**src/rtl/fetch_pkg.sv**
```systemverilog
// Shared definitions for the fetch sequencer: state encoding, PC reset/increment
// constants and the instruction word written into IF/ID when it is cleared.
package fetch_pkg;

    typedef enum logic [1:0] {
        ST_BOOT = 2'd0,
        ST_RUN  = 2'd1,
        ST_HOLD = 2'd2
    } fetch_state_e;

    localparam int PC_INCR   = 4;
    localparam int RESET_PC  = 0;
    localparam int RESET_NPC = 4;

    // sethi 0, %g0 -- the canonical SPARC nop
    localparam logic [31:0] NOP_INSTR = 32'h0100_0000;

endpackage

```
**src/rtl/npc_select.sv**
```systemverilog
// Combinational priority mux choosing next PC/nPC and the IF/ID and bubble controls.
// Event flags for the performance counters exist only when FETCH_PERF_CNT_EN is defined.
module npc_select
    import fetch_pkg::*;
#(
    parameter int ADDR_W = 8
) (
    input  logic              R,
    input  fetch_state_e      state,
    input  logic [ADDR_W-1:0] pc,
    input  logic [ADDR_W-1:0] npc,
    input  logic              stall_req,
    input  logic              ID_B_instr,
    input  logic              ID_29_a,
    input  logic              ID_cond_true,
    input  logic              ID_cond_always,
    input  logic [ADDR_W-1:0] ID_target,
    input  logic              ID_Call_instr,
    input  logic              EX_jmpl_instr,
    input  logic [ADDR_W-1:0] EX_jmpl_target,
    output logic [ADDR_W-1:0] pc_nxt,
    output logic [ADDR_W-1:0] npc_nxt,
    output logic              if_id_le,
    output logic              if_id_clr,
    output logic              ctrl_nop,
    output logic              stall_take
`ifdef FETCH_PERF_CNT_EN
    ,
    output logic              annul,
    output logic              redirect
`endif
);

    logic [ADDR_W-1:0] id_tgt;
    logic [ADDR_W-1:0] jmpl_tgt;
    logic              taken;
    logic              annul_w;
    logic              redirect_w;

    assign id_tgt   = {ID_target[ADDR_W-1:2], 2'b00};
    assign jmpl_tgt = {EX_jmpl_target[ADDR_W-1:2], 2'b00};
    assign taken    = (ID_B_instr & (ID_cond_true | ID_cond_always)) | ID_Call_instr;

    always_comb begin
        pc_nxt     = npc;
        npc_nxt    = npc + ADDR_W'(PC_INCR);
        if_id_le   = 1'b1;
        if_id_clr  = 1'b0;
        ctrl_nop   = 1'b0;
        stall_take = 1'b0;
        annul_w    = 1'b0;
        redirect_w = 1'b0;
        if (R) begin
            pc_nxt    = ADDR_W'(RESET_PC);
            npc_nxt   = ADDR_W'(RESET_NPC);
            if_id_clr = 1'b1;
            ctrl_nop  = 1'b1;
        end else if (state == ST_BOOT) begin
            if_id_clr = 1'b1;
            ctrl_nop  = 1'b1;
        end else if (EX_jmpl_instr) begin
            // jmpl+8 is already in IF; the delay slot in ID carries on
            pc_nxt     = jmpl_tgt;
            npc_nxt    = jmpl_tgt + ADDR_W'(PC_INCR);
            if_id_clr  = 1'b1;
            redirect_w = 1'b1;
        end else if (stall_req) begin
            pc_nxt     = pc;
            npc_nxt    = npc;
            if_id_le   = 1'b0;
            ctrl_nop   = 1'b1;
            stall_take = 1'b1;
        end else if (taken) begin
            pc_nxt     = id_tgt;
            npc_nxt    = id_tgt + ADDR_W'(PC_INCR);
            redirect_w = 1'b1;
            // only ba,a annuls a taken delay slot
            if (ID_B_instr & ID_cond_always & ID_29_a) begin
                if_id_clr = 1'b1;
                annul_w   = 1'b1;
            end
        end else if (ID_B_instr & ID_29_a) begin
            if_id_clr = 1'b1;
            annul_w   = 1'b1;
        end
    end

`ifdef FETCH_PERF_CNT_EN
    assign annul    = annul_w;
    assign redirect = redirect_w;
`endif

endmodule

```
**src/rtl/fetch_sequencer.sv**
```systemverilog
// PC/nPC owner for the fetch stage: delayed branches with annul, jmpl redirect, load-use stall.
// Define FETCH_PERF_CNT_EN to add the stall/annul/redirect performance counters.
//
// state   | meaning
// --------+-----------------------------------------------------------
// ST_BOOT | first cycle after reset, IF/ID cleared, sequential fetch
// ST_RUN  | normal fetch, next-PC priority rules applied
// ST_HOLD | load-use stall in progress, PC/nPC frozen, watchdog counting
module fetch_sequencer
    import fetch_pkg::*;
#(
    parameter int ADDR_W    = 8,
    parameter int MAX_STALL = 3
) (
    input  logic              Clk,
    input  logic              R,
    input  logic              stall_req,
    input  logic              ID_B_instr,
    input  logic              ID_29_a,
    input  logic              ID_cond_true,
    input  logic              ID_cond_always,
    input  logic [ADDR_W-1:0] ID_target,
    input  logic              ID_Call_instr,
    input  logic              EX_jmpl_instr,
    input  logic [ADDR_W-1:0] EX_jmpl_target,
    output logic [ADDR_W-1:0] PC_Out,
    output logic [ADDR_W-1:0] nPC_Out,
    output logic              IF_ID_LE,
    output logic              IF_ID_clr,
    output logic              ctrl_nop,
    output logic              stall_err
`ifdef FETCH_PERF_CNT_EN
    ,
    output logic [15:0]       perf_stall,
    output logic [15:0]       perf_annul,
    output logic [15:0]       perf_redirect
`endif
);

    localparam int                CNT_W   = $clog2(MAX_STALL + 2);
    localparam logic [CNT_W-1:0]  CNT_MAX = CNT_W'(MAX_STALL + 1);

    fetch_state_e      state;
    logic [ADDR_W-1:0] pc_nxt;
    logic [ADDR_W-1:0] npc_nxt;
    logic              stall_take;
    logic [CNT_W-1:0]  stall_cnt;
`ifdef FETCH_PERF_CNT_EN
    logic              annul;
    logic              redirect;
`endif

    npc_select #(.ADDR_W(ADDR_W)) u_npc_select (
        .R              (R),
        .state          (state),
        .pc             (PC_Out),
        .npc            (nPC_Out),
        .stall_req      (stall_req),
        .ID_B_instr     (ID_B_instr),
        .ID_29_a        (ID_29_a),
        .ID_cond_true   (ID_cond_true),
        .ID_cond_always (ID_cond_always),
        .ID_target      (ID_target),
        .ID_Call_instr  (ID_Call_instr),
        .EX_jmpl_instr  (EX_jmpl_instr),
        .EX_jmpl_target (EX_jmpl_target),
        .pc_nxt         (pc_nxt),
        .npc_nxt        (npc_nxt),
        .if_id_le       (IF_ID_LE),
        .if_id_clr      (IF_ID_clr),
        .ctrl_nop       (ctrl_nop),
        .stall_take     (stall_take)
`ifdef FETCH_PERF_CNT_EN
        ,
        .annul          (annul),
        .redirect       (redirect)
`endif
    );

    always_ff @(posedge Clk) begin
        if (R) begin
            state     <= ST_BOOT;
            PC_Out    <= ADDR_W'(RESET_PC);
            nPC_Out   <= ADDR_W'(RESET_NPC);
            stall_cnt <= '0;
            stall_err <= 1'b0;
        end else begin
            PC_Out  <= pc_nxt;
            nPC_Out <= npc_nxt;
            if (state == ST_BOOT) begin
                state <= ST_RUN;
            end else if (stall_take) begin
                state <= ST_HOLD;
            end else begin
                state <= ST_RUN;
            end
            // stall_cnt counts consecutive stalled cycles, saturating one past the limit
            if (stall_take) begin
                if (stall_cnt != CNT_MAX) begin
                    stall_cnt <= stall_cnt + CNT_W'(1);
                end
                if (stall_cnt >= CNT_W'(MAX_STALL)) begin
                    stall_err <= 1'b1;
                end
            end else begin
                stall_cnt <= '0;
            end
        end
    end

`ifdef FETCH_PERF_CNT_EN
    always_ff @(posedge Clk) begin
        if (R) begin
            perf_stall    <= '0;
            perf_annul    <= '0;
            perf_redirect <= '0;
        end else begin
            if (stall_take && perf_stall != 16'hFFFF) begin
                perf_stall <= perf_stall + 16'd1;
            end
            if (annul && perf_annul != 16'hFFFF) begin
                perf_annul <= perf_annul + 16'd1;
            end
            if (redirect && perf_redirect != 16'hFFFF) begin
                perf_redirect <= perf_redirect + 16'd1;
            end
        end
    end
`endif

endmodule

```
**config.mk**
```make
export PLATFORM = sky130hd
export DESIGN_NAME = fetch_sequencer
export DESIGN_NICKNAME = d
export VERILOG_FILES = /design/src/rtl/fetch_pkg.sv /design/src/rtl/npc_select.sv /design/src/rtl/fetch_sequencer.sv
export SDC_FILE = /design/constraint.sdc
export NUM_CORES = 1
export LEC_CHECK = 0
export CAP_MARGIN = 5
export CORE_ASPECT_RATIO = 0.5
export CORE_UTILIZATION = 41
export CTS_CLUSTER_SIZE = 24
export DETAILED_ROUTE_END_ITERATION = 10
export DONT_BUFFER_PORTS = 1
export GPL_ROUTABILITY_DRIVEN = 0
export SYNTH_ARGS = -nofsm -noshare
export SYNTH_HDL_FRONTEND = slang
export SYNTH_HIERARCHICAL = 1
export SYNTH_SLANG_ARGS = --single-unit
```
**constraint.sdc**
```tcl
create_clock -name Clk -period 1.55 [get_ports Clk]
set_clock_uncertainty 0.2 [all_clocks]
set_input_delay 0.31 -clock Clk [delete_from_list [all_inputs] [get_ports Clk]]
set_output_delay 0.31 -clock Clk [all_outputs]
set_load 0.01 [all_outputs]
```
# Word-level counts from Yosys, hierarchy flattened
# Cells that the tools add are included.
totals:
  inputBits: 25
  out_inout_bits: 20
  elab_cells: 51
  register_bits: 22
op_classes:
  add_sub_neg: 4
  magnitude_cmp: 1
  n_eq_ne: 2
  muxes: 27
  bitwise_logic: 7
  n_reduce_logical: 4
ops:
  columns: ["cell", "n"]
  rows:
  - ["$mux W8", 8]
  - ["$add A8 B3 Y8 const B", 3]
  - ["$mux W1", 18]
  - ["$and A1 B1 Y1", 4]
  - ["$reduce_or A2 Y1", 2]
  - ["$add A3 B1 Y3 const B", 1]
  - ["$ge A3 B2 Y1 const B", 1]
  - ["$ne A3 B1 Y1 const B", 1]
  - ["$ne A3 B3 Y1 const B", 1]
  - ["$logic_not A2 Y1", 1]
  - ["$mux W2", 1]
  - ["$or A1 B1 Y1", 2]
  - ["$reduce_and A2 Y1", 1]
  - ["$not A1 Y1", 1]

# Logic depth before layout (Yosys ltp)
# Gate-level depths: netlist (run 1).
depth:
  ltp_word: 8
  ltp_mapped: 7

# Modules after synthesis
# Netlist (run 1), hierarchy kept.
modules_own_cells:
  columns: ["module", "instances", "cells_each", "area_each_um2"]
  rows:
  - ["npc_select", 1, 128, 877.1]
  - ["fetch_sequencer", 1, 60, 708.2]

# Worst setup path after synthesis (run 1)
# No wires, ideal clock.
synth_path:
  path_type: "input -> output"
  startpoint: "input ID_cond_true"
  endpoint: "output IF_ID_clr"
  cell_stages: 5
  setup_slack_ps: -329
  required_time_ps: 1040
  arrival_ps: 1369
  path_cell_list: "o21a_4 nor2_1 buf_4 nor2_1 o311ai_0"
synth_between:
  elab_chain_len: 8
synth_lines:
  columns: ["element", "line_no", "text"]
  rows:
  - ["from (decl)", "fetch_sequencer.sv:20", "input logic ID_cond_true,"]
  - ["$or A1 B1 Y1", "npc_select.sv:42", "assign taken = (ID_B_instr & (ID_cond_true | ID_cond_always)) | ID_Call_instr;"]
  - ["$and A1 B1 Y1", "npc_select.sv:42", null]
  - ["$or A1 B1 Y1", "npc_select.sv:42", null]
  - ["$mux W1", "npc_select.sv:73", "end else if (taken) begin"]
  - ["$mux W1", "npc_select.sv:67", "end else if (stall_req) begin"]
  - ["$mux W1", "npc_select.sv:61", "end else if (EX_jmpl_instr) begin"]
  - ["$mux W1", "npc_select.sv:58", "end else if (state == ST_BOOT) begin"]
  - ["$mux W1", "npc_select.sv:53", "if (R) begin"]
  - ["to (decl)", "fetch_sequencer.sv:29", "output logic IF_ID_clr,"]
# Every way passes these cells.

# Worst setup path after layout (run 1)
layout_path:
  startpoint: "register state[1]"
  endpoint: "output IF_ID_clr"
layout_between:
  elab_chain_len: 3
layout_lines:
  columns: ["element", "line_no", "text"]
  rows:
  - ["from (decl)", "fetch_sequencer.sv:43", "fetch_state_e state;"]
  - ["from (signal assigned)", "fetch_sequencer.sv:82", "state <= ST_BOOT;"]
  - ["from (signal assigned)", "fetch_sequencer.sv:91", "state <= ST_RUN;"]
  - ["from (signal assigned)", "fetch_sequencer.sv:93", "state <= ST_HOLD;"]
  - ["$logic_not A2 Y1", "npc_select.sv:58", null]
  - ["$mux W1", "npc_select.sv:58", null]
  - ["$mux W1", "npc_select.sv:53", null]
# Every way passes these cells.

==> flow_summary.ini, run 1 <==
[run_status]
outcome = finished with violations
violations = hold timing

[routing]
drtAntennaViolNets = 0
wl_per_cell_um = 15.5
num_vias = 1437
vias_per_cell = 5.57
drtIter0Drc = 40
drt_first_pass_iters = 4
drt-total-wl_um = 3990
route.detailed.drc = 0

[final_layout]
design_area_um2 = 1970
fin_util_pct = 55.4
area_growth_pct = 24.5
diodes = 0
multi_input_area_um2 = 1130
final_cell_mix = 23 x buf_4, 18 x dfxtp_1, 12 x nor2b_1
fin_nets = 239
final.fill_count = 337
drive_gt1_share_pct = 33.3
seqCellArea_um2 = 448
layout_commonest_cell = buf_4

[sta]
holdWs_ps = -107
fmax_mhz = 653
worst_slew_pin_slew_ps = 382
slew_headroom_pct = 74.5
finalCritPeriodShare_pct = 98.9
finalHoldViolations = 14
setup_viol = 0
drv_slew = 0
fin_crit_ps = 1530
rsz0062_at_grt = true

[worst_setup_path]
slowest_stage = dfxtp_2
max_stage_delay_ps = 360
r2r_start = nPC_Out[3]
critPathLaunch = state[1]
crit_arrival_ps = 1020
path_buf_inv = 1
crit_required_ps = 1040
crit_chain = nor2_4, nor2_4, buf_6, o311ai_4
cp-end-kind = output pin
worst_setup_path_start_kind = register
cpMostUsedCell = nor2_4
path_class = register to output pin
crit_fanout = 3
cp_top_family = flip-flops

[min_path]
hp-start = R
min_path_type = input port to register

[clocking]
cts_buffers = 3
htree_levels = 1
worstSkewPairLatency_ps = 270
cts.clk_slew.worst_paths_ps = 90
cts_sinks = 22
cts_root_buf = clkbuf_8
clk_path_buf_depth = 2
cts_tree = done

[die]
dieHeight_um = 46.0
dieArea_um2 = 4130
die_x_um = 89.9
fp.coreArea_um2 = 3570
rows = 15
start_util_pct = 44.5
ioPinCount = 45

[synthesis]
yosysUniqueCellTypes = 50
synth_edf_count = 0
synth_cells = 188
synth_top_area_share_pct = 27.8
yosys_warnings = 6
synth_top_flop_cell = dfxtp_1
ys_async_sr_fraction_pct = 0
syn-num-nets = 219
ys_ff_latch = 22
synth_area_leaders = dfxtp_1 28%, ha_1 4.7%, nor2b_1 4.7%
synth-seq-area-share_pct = 27.8
syn-cell-area_um2 = 1590
syn_avg_cell_area_um2 = 8.43
synth.largest_area_cell = dfxtp_1

[power]
leakage_uw = 0.000762
power_uw = 1470
ir_worst_vdd_mv = 0.282
p_sw_share_pct = 25.3
power.density_nw_per_um2 = 742
p_clk_share_pct = 38.2
intPower_uw = 1090
p_sw_uw = 371
p_seq_share_pct = 41.1
power_frac_comb_pct = 20.7

[placed_design]
place_area_um2 = 1790
portBuffers = 0
dp_hpwl_um = 2940

[global_routing]
grt_pass1_wl_um = 6190
grt_pass1_vias = 1282
grt_usage_pct = 19.5
grt_max_degree = 36
grt_antenna_before_repair = 0
grt_overflow_total = 0

[run]
cap_violations = 0
## registers in the layout, summed over array words and instances, names as in the netlist
register and count:
stall_cnt 3, stall_err 1, PC_Out 8, nPC_Out 8
state 2
## final cells by class
class | count | area share, %
clock buffers | 3 | 2.09
clock inverters | 1 | 1.52
inverters | 11 | 2.09
multi-input cells | 144 | 57.5
flip-flops and latches | 22 | 22.7
well taps | 51 | 3.23
repair buffers | 26 | 10.9
## per-stage QoR
stage	setup WS [ps]	TNS [ps]	std cells	hold slack [ps]
finish	17.8	0	258	-107
global route	-35.3	-115	258	-121
CTS	-21.1	-27.9	257	-113
detailed placement	-118	-949	252	185
global placement	-73.8	-599	252	185
floorplan	-52.0	-129	188	182
## logic make-up after synthesis
| kind of cell | synth area share, % |
|---|---|
| XOR/XNOR | 5.52 |
| AND/OR/NAND/NOR | 24.4 |
| flip-flops | 27.8 |
| AO/OA/AOI/OAI | 30.3 |
| buffers and inverters | 7.26 |
| adder cells (fa/ha/maj) | 4.74 |
## synthesized netlist by cell type (5+ instances only)
cell type and count:
nor2_1 8, xnor2_1 5, a21oi_1 12, nor2b_1 12, nor3_1 5, a21o_1 5
o21ai_0 9, nand3_1 10, nand2_1 13, ha_1 6, dfxtp_1 22, inv_1 11
xor2_1 5, and2_1 5
## metal layers
metal | vias to the layer above | global-route usage, % | routed length (µm)
met4 | 0 | 2.90 | 10
met1 | 691 | 25.0 | 1920
met3 | 4 | 7.00 | 224
met2 | 28 | 32.8 | 1840
met5 | - | 0 | 0
li1 | 714 | - | -
## repair_timing
| action | in CTS | in global routing |
|---|---|---|
| pin swaps | 1 | 6 |
| setup endpoints to repair | 9 | 9 |
| gates resized for setup | 10 | 16 |
| hold endpoints to repair | 14 | 14 |
| buffers inserted | 1 | 1 |
## final timing paths
path	to	slack, ps	depth (start not counted)
hold reg to reg	stall_cnt[1]	320	2
setup / recovery	IF_ID_clr	20	4
hold / removal	nPC_Out[6]	-110	1
setup reg to reg	nPC_Out[3]	40	5
## power by group through the flow
stage / logic (µW) / registers [µW] / clock network, µW
CTS: 280 / 601 / 570
floorplan: 212 / 618 / 0
global route: 331 / 605 / 594
global placement: 266 / 612 / 0
finish: 303 / 602 / 560
detailed placement: 268 / 613 / 0
Power figures use the tool's default switching activity.
==> run 2: changes to the inputs <==
--- a/constraint.sdc
+++ b/constraint.sdc
@@ -3,3 +3,3 @@
 set_input_delay 0.31 -clock Clk [delete_from_list [all_inputs] [get_ports Clk]]
 set_output_delay 0.31 -clock Clk [all_outputs]
-set_load 0.01 [all_outputs]
+set_load 0.02 [all_outputs]
==> flow_summary.ini, run 2 (synthesis results as in run 1) <==
[die]
die_x_um = 89.9
fp.coreArea_um2 = 3570
ioPinCount = 45
rows = 15
dieHeight_um = 46.0
dieArea_um2 = 4130
start_util_pct = 44.5

[global_routing]
grt_overflow_total = 0
grt_pass1_vias = 1362
grt_max_degree = 36
grt_antenna_before_repair = 0
grt_usage_pct = 21.0
grt_pass1_wl_um = 6620

[final_layout]
top_regs = PC_Out x8, nPC_Out x8, stall_cnt x3
final_cell_mix = 29 x buf_4, 17 x dfxtp_1, 12 x nor2b_1, 12 x a21oi_1, 12 x nand2_1
design_area_um2 = 1970
final.fill_count = 357
area_growth_pct = 24.5
fin_nets = 246
diodes = 0
layout_commonest_cell = buf_4
drive_gt1_share_pct = 33.3

[sta]
holdWs_ps = -101
setup_viol = 0
slew_headroom_pct = 76.6
finalCritPeriodShare_pct = 98.8
rsz0062_at_grt = true
finalHoldViolations = 14
drv_slew = 0
worst_slew_pin_slew_ps = 350
fin_crit_ps = 1530
fmax_mhz = 653
setup-tns-final_ps = 0

[worst_setup_path]
crit_chain = nor2_4, nor2_4, buf_6, o311ai_4
cp-end-kind = output pin
slowest_stage = dfxtp_2
crit_arrival_ps = 1020
worst_setup_path_start_kind = register
cpMostUsedCell = nor2_4
path_class = register to output pin
crit_fanout = 3
crit_required_ps = 1040
max_stage_delay_ps = 360

[routing]
num_vias = 1463
drt-total-wl_um = 4260
wl_per_cell_um = 16.1
drtIter0Drc = 88
vias_per_cell = 5.54
drt_first_pass_iters = 4
route.detailed.drc = 0
drtAntennaViolNets = 0

[power]
power.density_nw_per_um2 = 657
ir_worst_vdd_mv = 0.391
leakage_uw = 0.000774

[clocking]
cts_root_buf = clkbuf_8
htree_levels = 1
clk_path_buf_depth = 2
cts_sinks = 22
cts_tree = done
cts_buffers = 3
worstSkewPairLatency_ps = 270
cts.clk_slew.worst_paths_ps = 90

[run]
cap_violations = 0

[min_path]
min_path_type = input port to register

[run_status]
violations = hold timing
outcome = finished with violations

[placed_design]
dp_hpwl_um = 3140
portBuffers = 0
place_area_um2 = 1850
==> run 2: changes by cell type in the layout (fill, tap and decap cells not counted), sizes merged <==
cell / before / now
buf: 26 / 33
bufinv: 1 / 0
==> run 2: layout make-up <==
| cell class | instances | area [µm²] | area share, % |
|---|---|---|---|
| tap | 51 | 63.8 | 3.23 |
| multi-input combinational | 144 | 1110 | 56.1 |
| inverter | 11 | 41.3 | 2.09 |
| clock buffer | 3 | 41.3 | 2.09 |
| timing repair buffer | 33 | 272 | 13.8 |
| sequential | 22 | 449 | 22.8 |
==> run 2: worst paths after layout <==
| check | start | endpoint | slack, ps | depth (start not counted) |
|---|---|---|---|---|
| setup / recovery | state[0] | IF_ID_clr | 20 | 4 |
| hold / removal | R | PC_Out[5] | -100 | 1 |
| setup reg to reg | state[1] | PC_Out[5] | 40 | 5 |
| hold reg to reg | stall_cnt[1] | stall_cnt[1] | 320 | 2 |
==> run 2: through the flow <==
stage / setup slack, ps / power (µW) / instances / utilization (%)
after CTS: -25.7 / 1290 / 263 / 54.2
after detailed placement: -154 / 910 / 257 / 51.9
final: 18.4 / 1300 / 264 / 55.4
after global routing: -35.7 / 1350 / 264 / 55.4
after floorplan: -70.1 / 851 / 188 / -
after global placement: -81.2 / 907 / 257 / 51.9
==> run 2: report_power, final <==
part / switching (µW) / internal [µW]
registers: 17.6 / 584
clock network: 200 / 174
logic: 156 / 165
==> run 2: repair_timing <==
action,4_1_cts,5_1_grt
buffers inserted,3,1
endpoints found under the hold margin,14,14
resized for setup,7,9
pin swaps,4,2
setup endpoints to repair,4,11
==> run 2: metal layers <==
metal / wire length [µm] / track usage (%) / vias to the layer above
li1: - / - / 725
met1: 1990 / 26.3 / 697
met2: 1940 / 35.8 / 39
met3: 320 / 7.67 / 2
met4: 8 / 3.87 / 0
met5: 0 / 0 / -
==> run 2: critical path: cells and delay by family, from the launching register on <==
family                 cells  cell delay, ps
AO/OA/AOI/OAI              1             120
flip-flops                 1             360
AND/OR/NAND/NOR            2             170
buffers and inverters      1             120
==> run 3: changes to the inputs <==
Settings changed: CORE_UTILIZATION 41 to 30, REMOVE_ABC_BUFFERS set to 1.
==> flow_summary.ini, run 3 (synthesis results as in run 1) <==
[run]
cap_violations = 0

[die]
start_util_pct = 31.7
dieArea_um2 = 5600
rows = 18
die_x_um = 105
ioPinCount = 45
fp.coreArea_um2 = 5000
dieHeight_um = 53.4

[sta]
finalHoldViolations = 0
fmax_mhz = 597
setup_viol = 6
setup-tns-final_ps = -461
holdWs_ps = 18.0
setup_slack_ps = -126
worst_slew_pin_slew_ps = 701
drv_slew = 0
slew_headroom_pct = 53.1
fin_crit_ps = 1680
finalCritPeriodShare_pct = 108
rsz0062_at_grt = true

[worst_setup_path]
cp-end-kind = output pin
crit_arrival_ps = 1170
crit_required_ps = 1040
endpoint = IF_ID_clr
crit_fanout = 3
rrSetupSlack_ps = -30
r2r_start = state[0]
critPathLaunch = state[0]
worst_setup_path_start_kind = register
path_class = register to output pin
r2r_cells = 7
r2r-end = nPC_Out[5]

[run_status]
outcome = finished with violations
violations = setup timing

[final_layout]
diodes = 0
top_regs = PC_Out x8, nPC_Out x8, stall_cnt x3
final.fill_count = 501
final_cell_mix = 29 x buf_4, 18 x dfxtp_1, 12 x a21oi_1
seqCellArea_um2 = 455
fin_nets = 249
layout_commonest_cell = buf_4
design_area_um2 = 2060
area_growth_pct = 30.0
drive_gt1_share_pct = 35.0
multi_input_area_um2 = 1110

[power]
intPower_uw = 1090
power.density_nw_per_um2 = 723
p_seq_share_pct = 40.2
p_sw_uw = 394
p_sw_share_pct = 26.5
p_clk_share_pct = 37.3
ir_worst_vdd_mv = 0.310
power_frac_comb_pct = 22.5
leakage_uw = 0.000820

[placed_design]
portBuffers = 0
place_ws_ps = -200
dp_hpwl_um = 3010
place_area_um2 = 1850

[global_routing]
grt_antenna_before_repair = 0
grt_overflow_total = 0
grt_pass1_wl_um = 6470
grt_max_degree = 36
grt_usage_pct = 14.8
grt_pass1_vias = 1320

[routing]
drt-total-wl_um = 4320
drt_first_pass_iters = 4
route.detailed.drc = 0
num_vias = 1469
wl_per_cell_um = 15.0
drtIter0Drc = 81
drtAntennaViolNets = 0
vias_per_cell = 5.12

[clocking]
cts_tree = done
htree_levels = 1
cts_buffers = 3
worstSkewPairLatency_ps = 270
cts.clk_slew.worst_paths_ps = 90
cts_root_buf = clkbuf_8
cts_sinks = 22
clk_path_buf_depth = 2

[min_path]
min_path_type = input port to register
==> run 3: cell types whose count changed in the layout (fill, tap and decap cells not counted), sizes merged <==
cell	before	now
bufinv	0	1
buf	33	35
dlygate4sd3	0	1
==> run 3: cell type report <==
cell class	count	area share, %
multi-input cells	144	53.9
flip-flops and latches	22	22.1
repair buffers	36	14.3
well taps	70	4.25
clock buffers	3	2.00
inverters	11	2.00
clock inverters	1	1.46
==> run 3: timing repair <==
action	4_1_cts	5_1_grt
pin swaps	0	10
setup buffers	2	2
gates cloned	0	0
endpoints found under the hold margin	14	14
gates resized for setup	10	26
setup endpoints to repair	12	15
==> run 3: how the worst min path moves through the flow <==
| stage | start | end | slack [ps] | cells after the start |
|---|---|---|---|---|
| after global placement | R | state[0] | 190 | 1 |
| after global routing | R | PC_Out[0] | 5 | 2 |
| final | R | PC_Out[5] | 20 | 2 |
| after floorplan | R | state[0] | 180 | 1 |
| after CTS | R | nPC_Out[5] | -110 | 1 |
| after detailed placement | R | nPC_Out[5] | 190 | 1 |
==> run 3: per-layer routing <==
metal,part of all wire (%),GRT usage (%),routed length (µm)
met5,0,0,0
met4,0.23,2.11,10
met3,5.2,3.33,223
met2,50,27.5,2170
met1,44,18.2,1910
==> run 3: power by group through the flow <==
stage / registers, µW / logic, µW / clock network [µW]
after global routing: 601 / 363 / 595
after CTS: 600 / 298 / 561
after global placement: 612 / 283 / 0
after detailed placement: 612 / 289 / 0
final: 598 / 335 / 556
after floorplan: 630 / 171 / 0
==> run 3: worst max-delay path, stage by stage, from the launching register on <==
cell and delay, ps:
dfxtp_4 360, nor2_4 140, nor2_4 60, buf_6 130, o311ai_4 60, buf_6 160
==> run 3: per-stage QoR <==
stage / total power (µW) / instances / utilization (%)
4_1_cts: 1460 / 285 / 39.0
2_1_floorplan: 800 / 177 / -
6_report: 1490 / 287 / 41.2
5_1_grt: 1560 / 287 / 41.2
3_3_place_gp: 895 / 280 / 36.9
3_5_place_dp: 901 / 280 / 36.9
